--- src/rtl/main_fsm.sv ---
// Multi-cycle controller sequencer: a Moore FSM that walks each instruction through
// fetch, decode and its opcode-specific execute/memory/writeback states.
module main_fsm (
    input  logic       clk,
    input  logic       reset,
    input  logic [6:0] op,
    output logic       Branch,
    output logic       PCUpdate,
    output logic       RegWrite,
    output logic       MemWrite,
    output logic       IRWrite,
    output logic [1:0] ResultSrc,
    output logic [1:0] ALUSrcA,
    output logic [1:0] ALUSrcB,
    output logic       AdrSrc,
    output logic [1:0] ALUOp,
    output logic       InstrDone,
    output logic       Illegal,
    output logic [3:0] state_o
);

    localparam logic [6:0] OP_LW    = 7'b0000011;
    localparam logic [6:0] OP_SW    = 7'b0100011;
    localparam logic [6:0] OP_RTYPE = 7'b0110011;
    localparam logic [6:0] OP_BEQ   = 7'b1100011;
    localparam logic [6:0] OP_ITYPE = 7'b0010011;
    localparam logic [6:0] OP_JAL   = 7'b1101111;
    localparam logic [6:0] OP_LUI   = 7'b0110111;

    typedef enum logic [3:0] {
        FETCH    = 4'd0,
        DECODE   = 4'd1,
        MEMADR   = 4'd2,
        MEMREAD  = 4'd3,
        MEMWB    = 4'd4,
        MEMWRITE = 4'd5,
        EXECUTER = 4'd6,
        EXECUTEI = 4'd7,
        ALUWB    = 4'd8,
        BEQ      = 4'd9,
        JAL      = 4'd10,
        LUI      = 4'd11,
        TRAP     = 4'd12
    } state_t;

    state_t state_q, state_d;

    always_comb begin
        state_d = FETCH;
        case (state_q)
            FETCH:    state_d = DECODE;
            DECODE: begin
                case (op)
                    OP_LW, OP_SW: state_d = MEMADR;
                    OP_RTYPE:     state_d = EXECUTER;
                    OP_ITYPE:     state_d = EXECUTEI;
                    OP_BEQ:       state_d = BEQ;
                    OP_JAL:       state_d = JAL;
                    OP_LUI:       state_d = LUI;
                    default:      state_d = TRAP;
                endcase
            end
            MEMADR:   state_d = (op == OP_SW) ? MEMWRITE : MEMREAD;
            MEMREAD:  state_d = MEMWB;
            EXECUTER, EXECUTEI, JAL: state_d = ALUWB;
            TRAP:     state_d = TRAP;
            default:  state_d = FETCH;
        endcase
    end

    always_ff @(posedge clk) begin
        if (reset) state_q <= FETCH;
        else       state_q <= state_d;
    end

    // Outputs decode the state register only; reset masks the enables so no
    // write can land in the cycle reset is raised.
    always_comb begin
        Branch    = 1'b0;
        PCUpdate  = 1'b0;
        RegWrite  = 1'b0;
        MemWrite  = 1'b0;
        IRWrite   = 1'b0;
        ResultSrc = 2'b00;
        ALUSrcA   = 2'b00;
        ALUSrcB   = 2'b00;
        AdrSrc    = 1'b0;
        ALUOp     = 2'b00;
        InstrDone = 1'b0;
        Illegal   = 1'b0;
        case (state_q)
            FETCH: begin
                IRWrite = 1'b1; ALUSrcB = 2'b10; ResultSrc = 2'b10; PCUpdate = 1'b1;
            end
            DECODE: begin
                ALUSrcA = 2'b01; ALUSrcB = 2'b01;
            end
            MEMADR: begin
                ALUSrcA = 2'b10; ALUSrcB = 2'b01;
            end
            MEMREAD:  AdrSrc = 1'b1;
            MEMWB: begin
                ResultSrc = 2'b01; RegWrite = 1'b1; InstrDone = 1'b1;
            end
            MEMWRITE: begin
                AdrSrc = 1'b1; MemWrite = 1'b1; InstrDone = 1'b1;
            end
            EXECUTER: begin
                ALUSrcA = 2'b10; ALUOp = 2'b10;
            end
            EXECUTEI: begin
                ALUSrcA = 2'b10; ALUSrcB = 2'b01; ALUOp = 2'b10;
            end
            ALUWB: begin
                RegWrite = 1'b1; InstrDone = 1'b1;
            end
            BEQ: begin
                ALUSrcA = 2'b10; ALUOp = 2'b01; Branch = 1'b1; InstrDone = 1'b1;
            end
            JAL: begin
                ALUSrcA = 2'b01; ALUSrcB = 2'b10; PCUpdate = 1'b1;
            end
            LUI: begin
                ResultSrc = 2'b11; RegWrite = 1'b1; InstrDone = 1'b1;
            end
            TRAP:     Illegal = 1'b1;
            default:  ;
        endcase
        if (reset) begin
            IRWrite   = 1'b0;
            PCUpdate  = 1'b0;
            RegWrite  = 1'b0;
            MemWrite  = 1'b0;
            Branch    = 1'b0;
            InstrDone = 1'b0;
        end
    end

    assign state_o = state_q;

endmodule

--- config.mk ---
export PLATFORM = sky130hd
export DESIGN_NAME = main_fsm
export DESIGN_NICKNAME = d
export VERILOG_FILES = /design/src/rtl/main_fsm.sv
export SDC_FILE = /design/constraint.sdc
export NUM_CORES = 1
export LEC_CHECK = 0
export BUFFER_PORTS_ARGS = -buffer_cell sky130_fd_sc_hd__buf_2
export CAP_MARGIN = 10
export CORE_AREA = 2 2 39 41
export CTS_BUF_LIST = sky130_fd_sc_hd__clkbuf_2
export CTS_CLUSTER_SIZE = 8
export DETAILED_ROUTE_END_ITERATION = 8
export DIE_AREA = 0 0 41 43
export PLACE_DENSITY = 0.73
export SYNTH_ARGS = -nofsm -noshare
export SYNTH_HDL_FRONTEND = slang
export SYNTH_SLANG_ARGS = --single-unit
--- constraint.sdc ---
create_clock -name clk -period 1.8 [get_ports clk]
set_input_delay 0.09 -clock clk [delete_from_list [all_inputs] [get_ports clk]]
set_output_delay 0.09 -clock clk [all_outputs]
set_load 0.01 [all_outputs]
==> out/results.tsv, run 1 <==
metric	value	unit
cp.required	1.71	ns
cellLeakagePower	0.000313	uW
finalMaxSlewViolations	0	
hpwlAfterDp	1.09	mm
tns	0	ns
ys_seq_area_share	14.9	%
die_h	43	um
core_area	1380	um2
period_minus_slack	1.66	ns
final.period_utilization	92.2	%
drc	0	
r2r_setup_slack	0.32	ns
cp-end-kind	output port	
syn_area	538	um2
design.portCount	29	
hold_viol_final	0	
powerDensity	768	nW/um2
yosys_warnings	0	
layout_common_cells	buf_2 (28), nor2_1 (6), nand2_1 (5), a21oi_1 (5)	
clockBufferDepth	2	
numCtsBuffers	3	
max-vdd-ir-drop	0.261	mV
overflow	0	
grt_pass1_wl	2.15	mm
dr_total_vias	691	
wl_met2	694	um
antenna_left	0	
fill_cells	149	
max_freq	602	MHz
r2r-end	state_o[0]	
postCtsSetupRepairBufs	0	
nets	118	
worstMarginPinSlew	0.441	ns
final_common_cell	buf_2	
skew	0.0102	ns
slew_headroom	70.5	%
ys_ff_latch	4	
diodes	0	
min_path_type	input pin to flip-flop	
largest_register_ffs	4	
cp.arrival	1.57	ns
timing.rr.start	state_o[3]	
grt_max_degree	21	
io_buffers	28	
clk_latency	0.21	ns
wirelength	1.42	mm
rsz0062_at_grt	false	
die_w	41	um
reg2reg_depth	3	
worstPathMaxFanout	10	
setup_viol	0	
h-tree-depth	1	
vias_per_cell	5.62	
cap_viol_max_count	0	
start_kind	flip-flop	
gr-usage-all-layers	17.1	%
synth.distinct_cells	33	
syn_nets	88	
wl_met3	79	um
area_growth	31.9	%
regArea	81.3	um2
multi_input_comb_area	419	um2
p_total	545	uW
drive_gt1_share	34.6	%
status	completed	
path_clk_slew	0.04	ns
crit_type	flip-flop to output port	
drt-met1-wl	644	um
cts_num_sinks	4	
rows	14	
grt_pass1_vias	519	
synth.avg_cell_area	6.81	um2
fp.dieArea	1760	um2
gp_congestion	0.743	
worstHoldPathCells	2	
drt_pre_antenna_iters	4	
drt_iter0_markers	11	
cts_tree	done	
holdPathEnd	state_o[3]	
wl_per_cell	11.5	um
antenna_found_initial	0	
min-delay-start	reset	
topRoutingLayerUsed	met3	
hold_buffers	0	
cts-root-buf	clkbuf_2	
post_synth_inst_count	79	
initial_core_util	38.9	%
[per-layer routing]
metal  vias up  global-route usage (%)
met5         -                       0
met4         0                    4.00
met3         0                    4.71
met2        26                    28.4
met1       303                    20.8
li1        362                       -
[synthesized netlist by cell type, drive strengths merged]
library cell  instances  share of area, %
o22ai                 3               3.5
or3b                  1               1.6
nand2                 5               3.5
nor3b                 3               4.2
nor3                  4               3.7
o21bai                1               1.4
nor2                  6               4.2
nor4b                 1               1.6
xor2                  1               1.6
buf                   2               2.8
o32a                  2               3.7
nand4b                1               1.6
a31oi                 4               4.7
inv                   1              0.70
o21ai                 2               1.9
nor2b                 4               4.7
nand2b                4               4.7
dfxtp                 4                15
or4                   3               4.2
or3                   4               5.6
xnor2                 1               1.6
a311oi                1               1.6
nand3b                4               5.6
clkbuf                5               3.7
a211oi                1               1.4
nand3                 2               1.9
nor4                  2               2.3
and3                  1               1.2
a21oi                 5               4.7
a21boi                1               1.4
[worst max path at each step]
stage | startpoint | to | slack, ns | cells past startpoint
after CTS | state_o[0] | RegWrite | 0.07 | 4
final | state_o[3] | RegWrite | 0.14 | 5
after global placement | state_o[0] | RegWrite | 0.34 | 4
after global routing | state_o[3] | RegWrite | 0.003 | 5
after floorplan | state_o[2] | MemWrite | 0.31 | 3
after detailed placement | state_o[0] | RegWrite | 0.31 | 4
[stage by stage]
step	std cells	utilization, %	hold slack, ns	cell area, um2	setup slack (ns)
floorplan	79	-	0.274	538	0.314
global placement	120	50.1	0.404	693	0.344
detailed placement	120	50.1	0.401	693	0.308
CTS	123	51.2	0.187	708	0.0711
global route	123	51.3	0.203	709	0.00273
finish	123	51.3	0.197	709	0.140
[report_power, final]
part / switching, uW / internal, uW / leakage [uW] / total [uW]
logic: 173 / 151 / 0.000268 / 324
registers: 33.9 / 104 / 0.0000331 / 138
clock network: 38.5 / 44.9 / 0.0000125 / 83.4
total: 245 / 300 / 0.000313 / 545
[cells by family (layout without fill, tap and decap cells)]
family | count (synthesis) | in the layout | synth area share (%)
AND/OR/NAND/NOR | 45 | 45 | 50.5
AO/OA/AOI/OAI | 20 | 20 | 24.2
buffers and inverters | 8 | 36 | 7.21
flip-flops | 4 | 4 | 14.9
XOR/XNOR | 2 | 2 | 3.26
[worst max-delay path, cell delays in order, from the launching register on]
cell and delay (ns):
dfxtp_1 0.48, buf_4 0.19, nand2b_1 0.10, or3_1 0.32, a21oi_1 0.14, buf_2 0.14
[cell type report]
type	count	share of cell area, %
tap	16	2.82
timing repair buffer	32	24.0
multi-input combinational	67	59.1
inverter	1	0.529
sequential	4	11.5
clock buffer	3	2.12
[what timing repair did]
item                                    in CTS  in global routing
resized for setup                            0                  1
hold endpoints to repair                     0                  0
endpoints found under the setup margin       0                  2
(Power assumes the default switching activity.)
==> run 2, diff against run 1 <==
--- a/config.mk
+++ b/config.mk
@@ -13,6 +13,7 @@
 export DETAILED_ROUTE_END_ITERATION = 8
 export DIE_AREA = 0 0 41 43
 export PLACE_DENSITY = 0.73
+export REMOVE_ABC_BUFFERS = 1
 export SYNTH_ARGS = -nofsm -noshare
 export SYNTH_HDL_FRONTEND = slang
 export SYNTH_SLANG_ARGS = --single-unit
==> out/results.tsv, run 2 (synthesis gave the netlist of run 1 again) <==
metric	value	unit	change
hpwlAfterDp	1.09	mm	about the same
diodes	0		unchanged
r2r_setup_slack	0.36	ns	was 0.32 ns
cap_viol_max_count	0		unchanged
reg2reg_depth	3		unchanged
core_area	1380	um2	unchanged
min_path_type	input pin to flip-flop		unchanged
setup_viol	0		unchanged
area_growth	31.6	%	was 31.9%
drc	0		unchanged
cts_num_sinks	4		unchanged
clk_latency	0.19	ns	was 0.21 ns
antenna_left	0		unchanged
timing.rr.start	state_o[2]		was state_o[3]
vias_per_cell	5.44		was 5.62
drt_iter0_markers	16		was 11
max-vdd-ir-drop	0.297	mV	was 0.261 mV
r2r-end	state_o[0]		unchanged
placedCellCount	120		unchanged
crit_path_cell_trace	nor2b_1 > or3_1 > a21oi_1 > buf_2		was buf_4 > nand2b_1 > or3_1 > a21oi_1 > buf_2
drive_gt1_share	33.6	%	was 34.6%
crit_slowest_cell	dfxtp_1		unchanged
fp.dieArea	1760	um2	unchanged
io_buffers	28		unchanged
cp.arrival	1.51	ns	was 1.57 ns
max_freq	625	MHz	was 602 MHz
gr-usage-all-layers	18.2	%	was 17.1%
worst_slack	0.199	ns	was 0.140 ns
numCtsBuffers	3		unchanged
layout_common_cells	buf_2 (28), nor2_1 (6), nand2_1 (5), a21oi_1 (5)		unchanged
postCtsSetupRepairBufs	0		unchanged
period_minus_slack	1.60	ns	was 1.66 ns
cts-root-buf	clkbuf_2		unchanged
grt_pass1_vias	567		was 519
path_clk_slew	0.04	ns	about the same
wirelength	1.39	mm	was 1.42 mm
place_area	693	um2	unchanged
worstPathMaxFanout	12		was 10
skew	0.00158	ns	was 0.0102 ns
final_common_cell	buf_2		unchanged
clockBufferDepth	2		unchanged
worstHoldPathCells	2		unchanged
cellLeakagePower	0.000313	uW	about the same
postLayoutCoreUtil	51.2	%	was 51.3%
crit_type	flip-flop to output port		unchanged
powerDensity	764	nW/um2	was 768 nW/um2
place_ws	0.367	ns	was 0.308 ns
status	completed		unchanged
start_kind	flip-flop		unchanged
post_cts_resized	0		unchanged
antenna_found_initial	0		unchanged
rsz0062_at_grt	false		unchanged
hold_viol_final	0		unchanged
rows	14		unchanged
finalMaxSlewViolations	0		unchanged
cts_tree	done		unchanged
largest_register_ffs	4		unchanged
cp.required	1.71	ns	about the same
h-tree-depth	1		unchanged
gp_congestion	0.773		was 0.743
nets	118		unchanged
holdPathEnd	state_o[3]		unchanged
tns	0	ns	unchanged
max_stage_delay	0.52	ns	was 0.48 ns
initial_core_util	38.9	%	unchanged
design.portCount	29		unchanged
final_area	708	um2	was 709 um2
hold_buffers	0		unchanged
fill_cells	148		was 149
drt_pre_antenna_iters	2		was 4
dr_total_vias	669		was 691
stdcell_count	123		unchanged
slew_headroom	75.5	%	was 70.5%
worstMarginPinSlew	0.367	ns	was 0.441 ns
final.period_utilization	88.9	%	was 92.2%
min-delay-start	reset		unchanged
die_w	41	um	unchanged
cp-end-kind	output port		unchanged
grt_max_degree	18		was 21
grt_pass1_wl	2.30	mm	was 2.15 mm
wl_per_cell	11.3	um	was 11.5 um
die_h	43	um	unchanged
overflow	0		unchanged
run 2: where the power goes:
group / total [uW] / switching [uW] / internal (uW)
Sequential: 127 / 24.7 / 103
Clock: 77.7 / 32.8 / 44.9
Combinational: 336 / 183 / 152
Total: 541 / 241 / 300
run 2: how the worst max path moves through the flow:
stage / start / to / slack, ns / depth (start not counted)
finish: state_o[0] / RegWrite / 0.20 / 4
global placement: state_o[2] / state_o[0] / 0.41 / 3
CTS: state_o[0] / RegWrite / 0.16 / 4
floorplan: state_o[2] / state_o[0] / 0.25 / 3
detailed placement: state_o[2] / state_o[0] / 0.37 / 3
global route: state_o[1] / RegWrite / 0.09 / 4
run 2: routing by layer:
layer	wire length [um]	up-vias	GRT usage (%)
met5	0	-	0
met4	0	0	4.00
met3	39	0	3.14
met2	712	14	29.4
met1	633	297	24.1
li1	-	358	-
run 2: cell type report:
type,instances,area (um2),area share [%]
Multi-Input combinational cell,67,419,59.2
Timing Repair Buffer,32,170,24.0
Sequential cell,4,80.1,11.3
Tap cell,16,20.0,2.83
Clock buffer,3,15.0,2.12
Inverter,1,3.75,0.530
run 2: metrics by stage:
stage	power [uW]	hold slack, ns
after floorplan	330	0.162
after global placement	458	0.403
after detailed placement	467	0.407
after CTS	548	0.192
after global routing	591	0.213
final	541	0.201
run 2: critical path, delay by kind of cell, from the launching register on:
kind / cells / cell delay (ns)
buffers and inverters: 1 / 0.14
and+or+nand+nor: 2 / 0.51
AOI/OAI and AO/OA: 1 / 0.15
DFF: 1 / 0.52
==> run 3, diff against run 2 <==
--- a/config.mk
+++ b/config.mk
@@ -8,7 +8,7 @@
 export BUFFER_PORTS_ARGS = -buffer_cell sky130_fd_sc_hd__buf_2
 export CAP_MARGIN = 10
 export CORE_AREA = 2 2 39 41
-export CTS_BUF_LIST = sky130_fd_sc_hd__clkbuf_2
+export CTS_BUF_LIST = sky130_fd_sc_hd__clkbuf_4 sky130_fd_sc_hd__clkbuf_8
 export CTS_CLUSTER_SIZE = 8
 export DETAILED_ROUTE_END_ITERATION = 8
 export DIE_AREA = 0 0 41 43
==> out/results.tsv, run 3 (synthesis gave the netlist of run 1 again) <==
metric	value	unit	change
place_ws	0.367	ns	unchanged
h-tree-depth	1		unchanged
drc	0		unchanged
grt_pass1_vias	584		was 567
antenna_found_initial	0		unchanged
drive_gt1_share	33.6	%	unchanged
die_w	41	um	unchanged
hold_buffers	0		unchanged
grt_pass1_wl	2.37	mm	was 2.30 mm
placedCellCount	120		unchanged
final_area	716	um2	was 708 um2
clk_latency	0.23	ns	was 0.19 ns
largest_register_ffs	4		unchanged
max_freq	611	MHz	was 625 MHz
p_int	330	uW	was 300 uW
swShare	42.3	%	was 44.5%
hold_viol_final	0		unchanged
rows	14		unchanged
gr-usage-all-layers	19.0	%	was 18.2%
wl_per_cell	11.7	um	was 11.3 um
setup_viol	0		unchanged
path_clk_slew	0.04	ns	about the same
cap_viol_max_count	0		unchanged
switching_power	242	uW	was 241 uW
overflow	0		unchanged
core_area	1380	um2	unchanged
hpwlAfterDp	1.09	mm	unchanged
status	completed		unchanged
cts_tree	done		unchanged
tns	0	ns	unchanged
postCtsSetupRepairBufs	0		unchanged
area_growth	33.0	%	was 31.6%
layout_common_cells	buf_2 (28), nor2_1 (6), nand2_1 (5), a21oi_1 (5)		unchanged
fp.dieArea	1760	um2	unchanged
diodes	0		unchanged
cp.required	1.71	ns	about the same
skew	0.00162	ns	was 0.00158 ns
period_minus_slack	1.64	ns	was 1.60 ns
vias_per_cell	5.52		was 5.44
rsz0062_at_grt	false		unchanged
cp.arrival	1.55	ns	was 1.51 ns
min_path_type	input pin to flip-flop		unchanged
final_common_cell	buf_2		unchanged
finalMaxSlewViolations	0		unchanged
worstMarginPinSlew	0.367	ns	about the same
slew_headroom	75.5	%	about the same
drt_pre_antenna_iters	4		was 2
drt_iter0_markers	14		was 16
grt_max_degree	18		unchanged
io_buffers	28		unchanged
numCtsBuffers	3		unchanged
wirelength	1.44	mm	was 1.39 mm
pwr-share-seq	22.3	%	was 23.6%
final.period_utilization	90.9	%	was 88.9%
die_h	43	um	unchanged
pwr-share-comb	58.9	%	was 62.1%
worstPathMaxFanout	12		unchanged
powerDensity	799	nW/um2	was 764 nW/um2
worst_slack	0.165	ns	was 0.199 ns
post_cts_resized	0		unchanged
start_kind	flip-flop		unchanged
crit_type	flip-flop to output port		unchanged
clockBufferDepth	2		unchanged
antenna_left	0		unchanged
gp_congestion	0.773		unchanged
cts-root-buf	clkbuf_4		was clkbuf_2
stdcell_count	123		unchanged
nets	118		unchanged
cts_num_sinks	4		unchanged
dr_total_vias	679		was 669
p_clk_share	18.8	%	was 14.4%
cp-end-kind	output port		unchanged
design.portCount	29		unchanged
place_area	693	um2	unchanged
max-vdd-ir-drop	0.326	mV	was 0.297 mV
initial_core_util	38.9	%	unchanged
cellLeakagePower	0.000314	uW	was 0.000313 uW
## run 3: cell types whose count changed in the layout (fill, tap and decap cells not counted)
cell and delta:
clkbuf_4 +3, clkbuf_2 -3
## run 3: power groups by stage
stage	Clock, uW	Sequential [uW]	Combinational [uW]
floorplan	0	156	174
global placement	0	129	329
detailed placement	0	130	338
CTS	113	129	339
global route	116	133	375
finish	107	128	337
## run 3: worst paths after layout
path	startpoint	endpoint	slack, ns	depth (start not counted)
max	state_o[0]	RegWrite	0.16	4
min	reset	state_o[3]	0.18	2
max reg2reg	state_o[2]	state_o[0]	0.36	3
min reg2reg	state_o[3]	state_o[1]	0.58	2
## run 3: worst max-delay path, cell delays in order, from the launching register on
cell and delay [ns]:
dfxtp_1 0.52, nor2b_1 0.12, or3_1 0.39, a21oi_1 0.14
buf_2 0.14
## run 3: area by class of cell
class                      instances  area (um2)
timing repair buffer              32         170
inverter                           1        3.75
clock buffer                       3        22.5
tap                               16        20.0
sequential                         4        80.1
multi-input combinational         67         419
fill                             146         668
## run 3: metrics by stage
step / total power [uW] / hold slack [ns] / utilization, %
after global routing: 623 / 0.187 / 51.7
after global placement: 458 / 0.403 / 50.1
after CTS: 581 / 0.165 / 51.7
after floorplan: 330 / 0.162 / -
after detailed placement: 467 / 0.407 / 50.1
final: 572 / 0.179 / 51.7
## run 3: routing by layer
metal  global-route usage (%)  vias up  part of all wire [%]
li1                         -      358                     -
met3                     3.66        0                   3.2
met1                     23.8      304                    43
met5                        0        -                     0
met4                     7.33        0                     0
met2                     30.3       17                    54
